--- src/rtl/regfile_dbg_arb_pkg.sv ---
// Shared types for the GPR debug-port arbiter: FSM state encoding and register index width.
package regfile_dbg_arb_pkg;

  localparam int REG_ADDR_W = 5;

  typedef enum logic [2:0] {
    ST_IDLE,
    ST_DRAIN,
    ST_ACCESS,
    ST_WAIT,
    ST_RESP,
    ST_RESTORE
  } arb_state_e;

endpackage

--- src/rtl/regfile_dbg_arb.sv ---
// Arbitrates GPR read port 1 and the write port between the core pipeline and a debug requester.
// Optional: define REGFILE_DBG_ARB_X0_ERR_EN to block debug writes to x0 and flag them with dbg_resp_err_op.
module regfile_dbg_arb
  import regfile_dbg_arb_pkg::*;
#(
  parameter int XW           = 32,
  parameter int DRAIN_CYCLES = 1
) (
  input  logic                  clk,
  input  logic                  rst_n,

  input  logic [REG_ADDR_W-1:0] core_rd_addr1_ip,
  input  logic [REG_ADDR_W-1:0] core_rd_addr2_ip,
  output logic [XW-1:0]         core_rd_data1_op,
  output logic [XW-1:0]         core_rd_data2_op,
  input  logic [REG_ADDR_W-1:0] core_wr_addr_ip,
  input  logic [XW-1:0]         core_wr_data_ip,
  input  logic                  core_wr_en_ip,
  output logic                  core_stall_op,

  output logic [REG_ADDR_W-1:0] rf_rd_addr1_op,
  output logic [REG_ADDR_W-1:0] rf_rd_addr2_op,
  input  logic [XW-1:0]         rf_rd_data1_ip,
  input  logic [XW-1:0]         rf_rd_data2_ip,
  output logic [REG_ADDR_W-1:0] rf_wr_addr_op,
  output logic [XW-1:0]         rf_wr_data_op,
  output logic                  rf_wr_en_op,

  input  logic                  dbg_req_valid_ip,
  output logic                  dbg_req_ready_op,
  input  logic                  dbg_req_we_ip,
  input  logic [REG_ADDR_W-1:0] dbg_req_addr_ip,
  input  logic [XW-1:0]         dbg_req_wdata_ip,
  output logic                  dbg_resp_valid_op,
  input  logic                  dbg_resp_ready_ip,
  output logic [XW-1:0]         dbg_resp_rdata_op,
  output logic                  dbg_resp_err_op
);

  localparam logic [2:0] DRAIN_LAST = 3'(DRAIN_CYCLES - 1);

  arb_state_e            state_q, state_d;
  logic [2:0]            cnt_q, cnt_d;
  logic                  stall_q;
  logic                  resp_valid_q;
  logic [XW-1:0]         rdata_q;
  logic                  err_q;
  logic                  we_q;
  logic [REG_ADDR_W-1:0] addr_q;

  logic                  x0_wr_blk;
  logic                  x0_err;

`ifdef REGFILE_DBG_ARB_X0_ERR_EN
  assign x0_wr_blk = dbg_req_we_ip && (dbg_req_addr_ip == '0);
  assign x0_err    = we_q && (addr_q == '0);
`else
  assign x0_wr_blk = 1'b0;
  assign x0_err    = 1'b0;
`endif

  // Read port 2 and both read data paths are never arbitrated.
  assign rf_rd_addr2_op    = core_rd_addr2_ip;
  assign core_rd_data1_op  = rf_rd_data1_ip;
  assign core_rd_data2_op  = rf_rd_data2_ip;

  assign core_stall_op     = stall_q;
  assign dbg_req_ready_op  = (state_q == ST_ACCESS);
  assign dbg_resp_valid_op = resp_valid_q;
  assign dbg_resp_rdata_op = rdata_q;
  assign dbg_resp_err_op   = err_q;

  // NOTE: every always_comb output gets a default first so no path can infer a latch.
  always_comb begin
    state_d = state_q;
    cnt_d   = cnt_q;
    case (state_q)
      ST_IDLE: begin
        cnt_d = '0;
        if (dbg_req_valid_ip) state_d = (DRAIN_CYCLES == 0) ? ST_ACCESS : ST_DRAIN;
      end
      ST_DRAIN: begin
        cnt_d = cnt_q + 3'd1;
        if (!dbg_req_valid_ip)        state_d = ST_RESTORE;
        else if (cnt_q == DRAIN_LAST) state_d = ST_ACCESS;
      end
      ST_ACCESS:  state_d = ST_WAIT;
      ST_WAIT:    state_d = ST_RESP;
      ST_RESP:    if (dbg_resp_ready_ip) state_d = ST_RESTORE;
      ST_RESTORE: state_d = ST_IDLE;
      default:    state_d = ST_IDLE;
    endcase
  end

  always_comb begin
    rf_rd_addr1_op = core_rd_addr1_ip;
    rf_wr_addr_op  = core_wr_addr_ip;
    rf_wr_data_op  = core_wr_data_ip;
    rf_wr_en_op    = core_wr_en_ip;
    case (state_q)
      ST_ACCESS: begin
        rf_rd_addr1_op = dbg_req_addr_ip;
        rf_wr_addr_op  = dbg_req_addr_ip;
        rf_wr_data_op  = dbg_req_wdata_ip;
        rf_wr_en_op    = dbg_req_we_ip && !x0_wr_blk;
      end
      ST_WAIT: begin
        // The registered read issued in ACCESS returns now; keep the address steady.
        rf_rd_addr1_op = addr_q;
        rf_wr_en_op    = 1'b0;
      end
      ST_RESP, ST_RESTORE: rf_wr_en_op = 1'b0;
      default: ;
    endcase
  end

  // NOTE: sequential state uses non-blocking assignments so every register samples pre-edge values.
  always_ff @(posedge clk or negedge rst_n) begin
    if (!rst_n) begin
      state_q      <= ST_IDLE;
      cnt_q        <= '0;
      stall_q      <= 1'b0;
      resp_valid_q <= 1'b0;
      rdata_q      <= '0;
      err_q        <= 1'b0;
      we_q         <= 1'b0;
      addr_q       <= '0;
    end else begin
      state_q      <= state_d;
      cnt_q        <= cnt_d;
      stall_q      <= (state_d != ST_IDLE);
      resp_valid_q <= (state_d == ST_RESP);
      if (state_q == ST_ACCESS) begin
        we_q   <= dbg_req_we_ip;
        addr_q <= dbg_req_addr_ip;
      end
      if (state_q == ST_WAIT) begin
        rdata_q <= we_q ? '0 : rf_rd_data1_ip;
        err_q   <= x0_err;
      end
    end
  end

endmodule
--- config.mk ---
export PLATFORM = sky130hd
export DESIGN_NAME = regfile_dbg_arb
export DESIGN_NICKNAME = d
export VERILOG_FILES = /design/src/rtl/regfile_dbg_arb_pkg.sv /design/src/rtl/regfile_dbg_arb.sv
export SDC_FILE = /design/constraint.sdc
export NUM_CORES = 1
export LEC_CHECK = 0
export ABC_AREA = 0
export BUFFER_PORTS_ARGS = -buffer_cell sky130_fd_sc_hd__buf_2
export CORE_AREA = 4 4 115 117
export DETAILED_ROUTE_END_ITERATION = 10
export DIE_AREA = 0 0 119 121
export GPL_TIMING_DRIVEN = 0
export SLEW_MARGIN = 25
export SYNTH_ARGS = -nofsm -noshare
export SYNTH_HDL_FRONTEND = slang
export SYNTH_SLANG_ARGS = --single-unit
--- constraint.sdc ---
create_clock -name clk -period 2.52 [get_ports clk]
set_input_delay 0.252 -clock clk [delete_from_list [all_inputs] [get_ports clk]]
set_output_delay 0.252 -clock clk [all_outputs]
set_load 0.02 [all_outputs]
-- Yosys cells after proc, flatten, opt, wreduce, memory -nomap -nowiden
Index checks and enable logic that the tools add are counted.
- register bits after elaboration: 46
- output and inout port bits: 148
- word-level logic and storage cells: 30
- input port bits: 154
- reduce and logical (&&, ||, !) cells: 5
- add/sub/neg operators: 1
- equality and inequality tests: 6
- muxes and demuxes: 11
- operators by type and width (operator ; number):
    $mux W32 ; 2
    $pmux W3 S5 ; 1
    $mux W3 ; 4
    $pmux W5 S2 ; 1
    $eq A3 B3 Y1 const B ; 3
    $eq A3 B2 Y1 const B ; 2
    $logic_not A3 Y1 ; 2
    $pmux W3 S2 ; 1
    $mux W5 ; 1
    $add A3 B1 Y3 const B ; 1
    $eq A3 B1 Y1 const B ; 1
    $reduce_bool A3 Y1 ; 1
    $reduce_or A3 Y1 ; 1
    $pmux W1 S2 ; 1
    $reduce_bool A2 Y1 ; 1

-- Logic depth before layout (Yosys ltp)
Gate-level depths: netlist of run 1.
- depth in word-level cells: 5
- mapped depth: 6
- depth with buffers taken out: 5

-- Worst setup path after synthesis of run 1
Ideal clock, no wire load.
- path kind: reg-to-output
- start point: register state_q[0]
- end point: output port rf_rd_addr1_op[0]
- data required time: 2.268 ns
- cell stages (with the launch flop): 5
- data arrival time: 1.283 ns
- path buffers: 2
- path slack: 0.985 ns
- cells stage by stage: dfrtp_1 > buf_4 > buf_2 > mux2i_1 > o21ai_0
- longest elaborated chain between the ends: 2
- elaborated cells between the ends (all ways): 3
- those cells by class: 2 x eq/ne; 1 x mux
- RTL lines (what ; RTL line ; text):
    start, declared ; regfile_dbg_arb.sv:42 ; arb_state_e state_q, state_d;
    start signal, assigned ; regfile_dbg_arb.sv:129 ; state_q <= state_d;
    $eq A3 B2 Y1 ; regfile_dbg_arb.sv:100 ; case (state_q)
    $pmux W5 S2 * ; regfile_dbg_arb.sv:100 ;
    end, declared ; regfile_dbg_arb.sv:21 ; output logic [REG_ADDR_W-1:0] rf_rd_addr1_op,
Mark *: on every way between the ends. The rest lies on a longest branch, timed or not.

-- Final worst setup path of run 1
- start point: register state_q[2]
- end point: output port rf_wr_data_op[4]
- longest elaborated chain between the ends: 2
- RTL lines (what ; RTL line ; text):
    $eq A3 B2 Y1 ; regfile_dbg_arb.sv:100 ;
    $mux W32 ; regfile_dbg_arb.sv:100 ;
    end, declared ; regfile_dbg_arb.sv:26 ; output logic [XW-1:0] rf_wr_data_op,
No other way between the ends.

==> run metrics, run 1 <==
CP Class=flop to output port; Via-to-Cell Ratio=4.15; remaining routing DRC violations=0; first-pass GRT wire length=16.9 mm; CP max-delay cell=dfrtp_1; Die X=119 um; Hold Crit Class=input port to asynchronous set/reset pin; unrepaired setup endpoints after global routing=false; net switching power=2.01 mW; Synth Warn #=0; Nets=753; vias in the first global route=3245; crit-path max FO=10; Die ar.=0.0144 mm2; Routed Antenna Nets=0; Fmax=484 MHz; CP Capture Point=rf_wr_data_op[4]; PwrDens=951 mW/mm2; area delta synth->final=52.0%; TritonCTS sink count=46; I/O pins=302; Setup Buffers After CTS=0; Worst setup SP type=flop; Post-Syn Instances=327; clock skew=0.00360 ns; Worst-path clk slew=0.06 ns; crit path from=state_q[2]; critical path required time=2.27 ns; cells on worst reg2reg path=4; WL/cell=15.0 um; worst slew pin tran=0.596 ns; Chip Height=121 um; core area=0.0124 mm2; largest net degree at the start of global routing=47; Antenna Cells=0; final number of setup-violating endpoints=0; min Tclk post-route=2.07 ns; hold slack=-0.0150 ns; internal power=2.73 mW; status=finished with violations; r2r setup slk=1.06 ns; Slew HR=60.2%; Switching Fraction=42.4%; placer congestion estimate=0.822; HPWL Detailed=9.64 mm; area leader, netlist=dfrtp_1; crit end category=output port; Clock Power Share=15.9%; Initial Util=26.5%; sequential share of power=27.7%; clk_lat worst skew=0.28 ns; Routed WL=11.5 mm; GRT Util Overall=14.7%; synth unique cells=26; Final Slew Violations=0; layout cells sized above 1=66.8%; total CTS buffers=5; fin util=40.3%; VDD IR-drop max=0.000446 V; Syn Nets=483; setup TNS=0 ns; Final period util=82.0%; Initial DRT Pass Iterations=4; post-synthesis sequential area ratio=35.2%; worst path arrival time=1.82 ns; #FFs+latches synth=46; CP max stage delay=0.41 ns; PortBufs=263; CTS tree=done; Max Cap Viol=0; RR Endpoint=addr_q[3]; CTS Hold Bufs=0; initial antenna violation count=1; Synth top area share=35.2%; clk buf depth=2; final hold viol count=46; worst r2r src=state_q[2]; FP Rows=41; top cells by area, synth=dfrtp_1, mux2_4, buf_4, nand2b_1, o21ai_0; # resized after CTS=0; syn_area_per_cell=10.0 um2; via count=3190; CTS H-tree lvls=2; Initial DRC Count=90; critical path, cell by cell=nand2b_4 > nor2_8 > buf_12 > mux2_4 > buf_2; failing checks=hold timing; Comb pwr share=56.5%; CTS root buf=clkbuf_16; # fillers=1257; synthesized cell area=0.00327 mm2; P_leak=2.77 nW; grt ovf=0
## metrics by stage
step | total power [mW] | std cells | worst slack [ns] | hold WS, ns | cell area (um2)
after floorplan | 3.13 | 327 | 0.985 | -0.0436 | 3270
after global placement | 3.99 | 762 | 0.746 | 0.460 | 4810
after detailed placement | 4.04 | 762 | 0.738 | 0.311 | 4810
after CTS | 4.83 | 769 | 0.427 | 0.00234 | 4980
after global routing | 5.08 | 769 | 0.388 | 0.0357 | 4980
final | 4.73 | 769 | 0.453 | -0.0150 | 4980
## Yosys cell counts (all sizes together)
library cell  number
mux2              43
dfrtp             46
o21ai             45
clkbuf             5
nand3              3
mux2i              7
o211ai             2
buf               84
nand2             42
conb               1
nand4b             1
nor2               6
inv                3
nor2b              1
nand2b            33
nand3b             2
a31o               1
ha                 2
## metal layers
layer | share of wire (%) | GRT usage [%] | vias to the layer above
li1 | - | - | 1541
met1 | 37 | 15.8 | 1474
met2 | 54 | 28.4 | 157
met3 | 7.1 | 2.98 | 16
met4 | 2.3 | 4.92 | 2
met5 | 0.061 | 0 | -
## worst min path at each step
stage / start / to / slack [ns] / cells after the start
after floorplan: rst_n / addr_q[0] / -0.04 / 0
after global placement: dbg_resp_rdata_op[7] / dbg_resp_rdata_op[7] / 0.46 / 2
after detailed placement: rst_n / dbg_resp_rdata_op[21] / 0.31 / 1
after CTS: rst_n / dbg_resp_rdata_op[21] / 0.002 / 1
after global routing: rst_n / dbg_resp_rdata_op[31] / 0.04 / 1
final: rst_n / dbg_resp_rdata_op[28] / -0.01 / 1
## sequential cells by signal (all words and copies together), names as in the netlist
signal / count
dbg_resp_rdata_op: 32
state_q: 3
cnt_q: 3
we_q: 1
core_stall_op: 1
addr_q: 5
dbg_resp_valid_op: 1
## power by group through the flow
stage	Sequential (mW)	Combinational, mW	Clock (mW)
floorplan	1.64	1.49	0
detailed placement	1.32	2.72	0
CTS	1.32	2.73	0.785
global placement	1.31	2.68	0
finish	1.31	2.67	0.751
global route	1.36	2.91	0.810
## cell families after synthesis
kind of cell,share of synthesized area (%)
and+or+nand+nor,13.9
adders and majority gates,0.764
other,0.115
buffers and inverters,21.2
muxes,21.3
DFF,35.2
AOI/OAI and AO/OA,7.60
## area by class of cell
| type | instances | area (um2) | area share [%] |
|---|---|---|---|
| multi-input cells | 189 | 1430 | 28.7 |
| repair buffers | 263 | 1320 | 26.5 |
| flip-flops and latches | 46 | 1150 | 23.1 |
| plain buffers | 89 | 682 | 13.7 |
| well taps | 172 | 215 | 4.32 |
| clock buffers | 6 | 139 | 2.79 |
| clock inverters | 1 | 30.0 | 0.603 |
| inverters | 3 | 11.3 | 0.226 |
## cells in the final DEF (no fill, tap or decap), drive strengths merged, types with 6 or more instances in the layout
master,Yosys,routed
mux2,43,43
mux2i,7,7
o21ai,45,45
nand2b,33,33
nor2,6,6
dfrtp,46,46
buf,84,347
clkbuf,5,11
nand2,42,42
## critical path, delay by kind of cell, from the launching register on
kind	cells	cell delay [ns]
buffers and inverters	2	0.37
flip-flops	1	0.41
multiplexers	1	0.32
AND/OR/NAND/NOR	2	0.43
No activity file was read; power rests on OpenSTA's default activity.
==> run 2, diff against run 1 <==
CORE_AREA = 4 4 116 118   (was 4 4 115 117)
DIE_AREA = 0 0 120 122   (was 0 0 119 121)
clock period = 1.9 ns   (was 2.52 ns; I/O delays follow)
==> run 2 against run 1 <==
Net effect: the run now ends clean; sequential share of layout area decreased by 1.5 points; die area increased by 1.7%; sequential power increased by 33%.
==> run metrics, run 2 (synthesized netlist as in run 1, its figures left out) <==
crit-path max FO=5 (-5); clk buf depth=2 (unchanged); hold slack=0.162 ns (+0.177 ns); clk_lat worst skew=0.28 ns (about the same); CTS root buf=clkbuf_16; most frequent cells in the layout=buf_2, buf_4, dfrtp_1, nand2_1, o21ai_0; via count=3294 (+3.3%); Fmax=530 MHz; Max Cap Viol=0 (unchanged); max reg flops=32 (unchanged); Routed Antenna Nets=0 (unchanged); remaining routing DRC violations=0 (unchanged); core area=0.0125 mm2 (+0.83%); most common cell after layout, fill and taps aside=buf_2; crit end category=output port; Die X=120 um (+0.84%); Routed WL=12.3 mm (+6.5%); layout cells sized above 1=67.2% (+0.38 points); FP Rows=41 (unchanged); worst slack, placed=0.200 ns (-0.539 ns); CP max-delay cell=dfrtp_1; grt ovf=0 (unchanged); HPWL Detailed=9.79 mm (+1.5%); r2r setup slk=0.33 ns (-0.73 ns); Slew HR=59.2% (-1.0 points); critical path, cell by cell=nand2b_4 > nor2_8 > bufbuf_16 > mux2_4 > buf_4; CP Class=flop to output port; PwrDens=1240 mW/mm2 (+31%); GRT Util Overall=14.9% (+0.23 points); Nets=768 (+2.0%); fin util=42.6% (+2.4 points); # fillers=1261 (+0.32%); setup TNS=0 ns (unchanged); Via-to-Cell Ratio=4.20 (+1.2%); status=complete, no violations; Worst-path clk slew=0.06 ns (about the same); Antenna Cells=0 (unchanged); worst slew pin tran=0.612 ns (+0.0156 ns); Finished Cell Area=0.00531 mm2 (+6.8%); Chip Height=122 um (+0.83%); Design Power=6.61 mW (+40%); Initial DRT Pass Iterations=4 (unchanged); min Tclk post-route=1.89 ns; CP Buf/Inv Count=2 (unchanged); Initial Util=26.3% (-0.22 points); largest net degree at the start of global routing=47 (unchanged); critical path required time=1.71 ns (-0.56 ns); post-placement cell area=0.00481 mm2 (unchanged); vias in the first global route=3307 (+1.9%); Final Slew Violations=0 (unchanged); first-pass GRT wire length=17.5 mm (+3.4%); I/O pins=302 (unchanged); CP max stage delay=0.38 ns (-0.03 ns); CTS H-tree lvls=2 (unchanged); total CTS buffers=5 (unchanged); Die ar.=0.0146 mm2 (+1.7%); VDD IR-drop max=0.000494 V (+11%); post-placement cell count=762 (unchanged); PortBufs=263 (unchanged); Initial DRC Count=70 (-22%); TritonCTS sink count=46 (unchanged); P_leak=2.92 nW (+5.5%); Hold Crit Class=input port to flop; Finished Layout Cells=785 (+2.1%); unrepaired setup endpoints after global routing=true; delay-heaviest family, CP=buffers and inverters; CTS tree=done; Final period util=99.3%; WL/cell=15.6 um (+4.3%); final hold viol count=0 (-100%); worst path arrival time=1.70 ns (-0.12 ns); placer congestion estimate=0.801 (-2.5%); area delta synth->final=62.3%; PnR worst setup slack=0.0131 ns (-0.440 ns); clock skew=0.00269 ns (-0.000916 ns); final number of setup-violating endpoints=0 (unchanged); initial antenna violation count=0 (-1); Worst setup SP type=flop
==> run 2: report_power, final <==
group / total [mW] / switching, mW / leakage [nW] / internal, mW
clock: 0.974 / 0.351 / 0.0781 / 0.622
sequential: 1.74 / 0.265 / 0.577 / 1.47
combinational: 3.90 / 2.12 / 2.27 / 1.79
total: 6.61 / 2.73 / 2.92 / 3.88
==> run 2: layout make-up <==
type,count,area [um2],share of cell area [%]
Inverter,3,11.3,0.212
Clock buffer,7,133,2.50
Clock inverter,1,30.0,0.565
Timing Repair Buffer,279,1680,31.6
Buffer,88,666,12.5
Tap cell,172,215,4.05
Multi-Input combinational cell,189,1430,26.9
Sequential cell,46,1150,21.7
==> run 2: worst reg2reg max path, delay by kind of cell, from the launching register on <==
| kind | cells | cell delay (ns) |
|---|---|---|
| mux | 1 | 0.32 |
| flops | 1 | 0.38 |
| buf+inv | 4 | 0.47 |
| simple gates | 2 | 0.30 |
==> run 2: timing repair <==
action                     4_1_cts  5_1_grt
setup endpoints to repair       37       39
resized for setup               29       31
setup buffers                   10        2
hold buffers                     1        0
pin swaps                        1        1
cloned                           1        2
hold endpoints to repair        46        0
==> run 2: layer usage <==
| layer | GRT usage, % | part of all wire, % | up-vias |
|---|---|---|---|
| li1 | - | - | 1572 |
| met1 | 16.7 | 37 | 1539 |
| met2 | 27.6 | 53 | 169 |
| met3 | 4.41 | 8.7 | 14 |
| met4 | 4.01 | 1.9 | 0 |
| met5 | 0 | 0 | - |
==> run 2: final timing paths <==
check,start,to,cells past startpoint
worst max-delay path,state_q[2],rf_wr_data_op[4],5
worst min-delay path,dbg_req_we_ip,we_q,2
worst max register to register,state_q[2],we_q,7
worst min register to register,dbg_resp_rdata_op[15],dbg_resp_rdata_op[15],2
max in group asynchronous,rst_n,dbg_resp_rdata_op[15],2
min in group asynchronous,rst_n,dbg_resp_rdata_op[2],2
==> run 3, diff against run 2 <==
CORE_AREA = 2 2 117 119   (was 4 4 116 118)
CTS_CLUSTER_SIZE = 40   (was not set)
DIE_AREA = 0 0 119 121   (was 0 0 120 122)
==> run 3 against run 2 <==
Net effect: non-clock buffer count is the same; via count fell by 0.94%; die area shrank 1.6%; worst setup slack gained 0.0026 ns; wire length decreased by 9.3%; register-to-register slack better by 0.03 ns; utilization decreased by 2.0 points; global-route usage decreased by 0.27 points; critical path type unchanged; highest routed layer unchanged; maximum frequency up 0.14%; cell count is 0.51% higher; combinational power barely moved; clock power decreased by 9.2%.
==> run metrics, run 3 (synthesized netlist as in run 1, its figures left out) <==
largest net degree at the start of global routing=47 (unchanged); Worst setup SP type=flop; remaining routing DRC violations=0 (unchanged); Routed WL=11.1 mm (-9.3%); GRT Util Overall=14.7% (-0.27 points); Antenna Cells=0 (unchanged); Hold Crit Class=input port to flop; top layer in use=met4; Fmax=531 MHz (+0.14%); Clock Power Share=13.6% (-1.1 points); core area=0.0131 mm2 (+5.0%); Comb pwr share=59.8% (+0.8 points); Final period util=99.2% (-0.14 points); critical path required time=1.71 ns (about the same); final number of setup-violating endpoints=0 (unchanged); Initial Util=25.0% (-1.2 points); CTS H-tree lvls=2 (unchanged); via count=3263 (-0.94%); Slew HR=59.2% (about the same); first-pass GRT wire length=16.7 mm (-4.4%); I/O pins=302 (unchanged); most common cell after layout, fill and taps aside=buf_2; CTS root buf=clkbuf_16; P_leak=2.92 nW (about the same); net switching power=2.72 mW (-0.63%); crit-path max FO=8 (+3); crit end category=output port; clk_lat worst skew=0.28 ns (about the same); worst path arrival time=1.69 ns (about the same); sequential share of power=26.6% (+0.4 points); Switching Fraction=41.8% (+0.42 points); Die X=119 um (-0.83%); Initial DRC Count=58 (-17%); met2 wire length=5.76 mm (-11%); Max Cap Viol=0 (unchanged); # fillers=1319 (+4.6%); routed length on met1=4.42 mm (-1.5%); layout cells sized above 1=67.5% (+0.33 points); VDD IR-drop max=0.000509 V (+3.0%); Initial DRT Pass Iterations=4 (unchanged); WL/cell=14.1 um (-9.7%); initial antenna violation count=0 (unchanged); Via-to-Cell Ratio=4.14 (-1.4%); CP Class=flop to output port; Worst-path clk slew=0.06 ns (about the same); most frequent cells in the layout=buf_2, buf_4, dfrtp_1, nand2_1, o21ai_0; total CTS buffers=5 (unchanged); Chip Height=121 um (-0.82%); area delta synth->final=62.3% (unchanged); Routed Antenna Nets=0 (unchanged); max reg flops=32 (unchanged); placer congestion estimate=0.817 (+2.0%); grt ovf=0 (unchanged); PnR worst setup slack=0.0157 ns (+0.00260 ns); met3 wire length=800 um (-25%); Nets=768 (unchanged); worst slack, placed=0.171 ns (-0.0288 ns); PwrDens=1220 mW/mm2 (-1.6%); FP Rows=42 (+2.4%); TritonCTS sink count=46 (unchanged); Final Slew Violations=0 (unchanged); PortBufs=263 (unchanged); final hold viol count=0 (unchanged); HPWL Detailed=8.76 mm (-10%); unrepaired setup endpoints after global routing=true; hold slack=0.161 ns (-0.000293 ns); clk buf depth=2 (unchanged); min Tclk post-route=1.88 ns (-0.00260 ns); Design Power=6.51 mW (-1.6%); vias in the first global route=3248 (-1.8%); fin util=40.6% (-2.0 points); worst slew pin tran=0.613 ns (+0.000585 ns); status=complete, no violations; CTS tree=done; clock skew=0.00310 ns (+0.000417 ns); internal power=3.79 mW (-2.3%); Die ar.=0.0144 mm2 (-1.6%)
[run 3: cell count changes in the layout (fill, tap and decap cells not counted), moves of 2 or more]
cell / change
buf_4: -15
buf_2: +9
clkbuf_1: -2
buf_6: +5
[run 3: worst paths after layout]
check / from / endpoint / slack, ns / cells past startpoint
worst max-delay path: state_q[2] / rf_wr_data_op[20] / 0.02 / 6
worst min-delay path: rf_rd_data1_ip[28] / dbg_resp_rdata_op[28] / 0.16 / 3
worst max register to register: state_q[2] / dbg_resp_rdata_op[14] / 0.36 / 7
worst min register to register: dbg_resp_rdata_op[28] / dbg_resp_rdata_op[28] / 0.48 / 2
max in group asynchronous: rst_n / dbg_resp_rdata_op[7] / 1.03 / 2
min in group asynchronous: rst_n / dbg_resp_rdata_op[14] / 0.46 / 2
[run 3: final cells by class]
| class | count | area (um2) | share of cell area (%) |
|---|---|---|---|
| repair buffers | 278 | 1670 | 31.4 |
| multi-input cells | 189 | 1430 | 26.9 |
| flip-flops and latches | 46 | 1150 | 21.7 |
| plain buffers | 89 | 687 | 12.9 |
| well taps | 176 | 220 | 4.14 |
| clock buffers | 7 | 143 | 2.68 |
| inverters | 3 | 11.3 | 0.212 |
| clock inverters | 1 | 5.00 | 0.0942 |
[run 3: through the flow]
stage	instance area, um2	cells	setup TNS, ns
finish	5310	789	0
global route	5310	789	-1.17
CTS	5230	784	-0.582
detailed placement	4810	766	0
global placement	4810	766	0
floorplan	3270	327	0
[run 3: worst max-delay path, cell delays in order (launching register included)]
cell and delay [ns]:
dfrtp_1 0.38, nand2b_4 0.17, nor2_8 0.11, buf_12 0.15, clkbuf_16 0.15, mux2_4 0.31, buf_6 0.13
[run 3: power by group through the flow]
stage	Clock, mW	Sequential [mW]	Combinational [mW]
finish	0.884	1.73	3.89
global route	0.971	1.81	4.23
CTS	0.930	1.74	3.86
detailed placement	0	1.75	3.58
global placement	0	1.73	3.54
floorplan	0	2.18	1.97
[run 3: repair_timing]
action                     4_1_cts  5_1_grt
cloned                           1        2
resized for setup               50        5
hold buffers                     1        0
setup endpoints to repair       37       42
buffers inserted                 8        3
pin swaps                        1        1
hold endpoints to repair        46        0
[run 3: per-layer routing]
layer | track usage, % | up-vias
li1 | - | 1576
met1 | 17.5 | 1505
met2 | 26.9 | 173
met3 | 3.20 | 9
met4 | 3.20 | 0
met5 | 0 | -
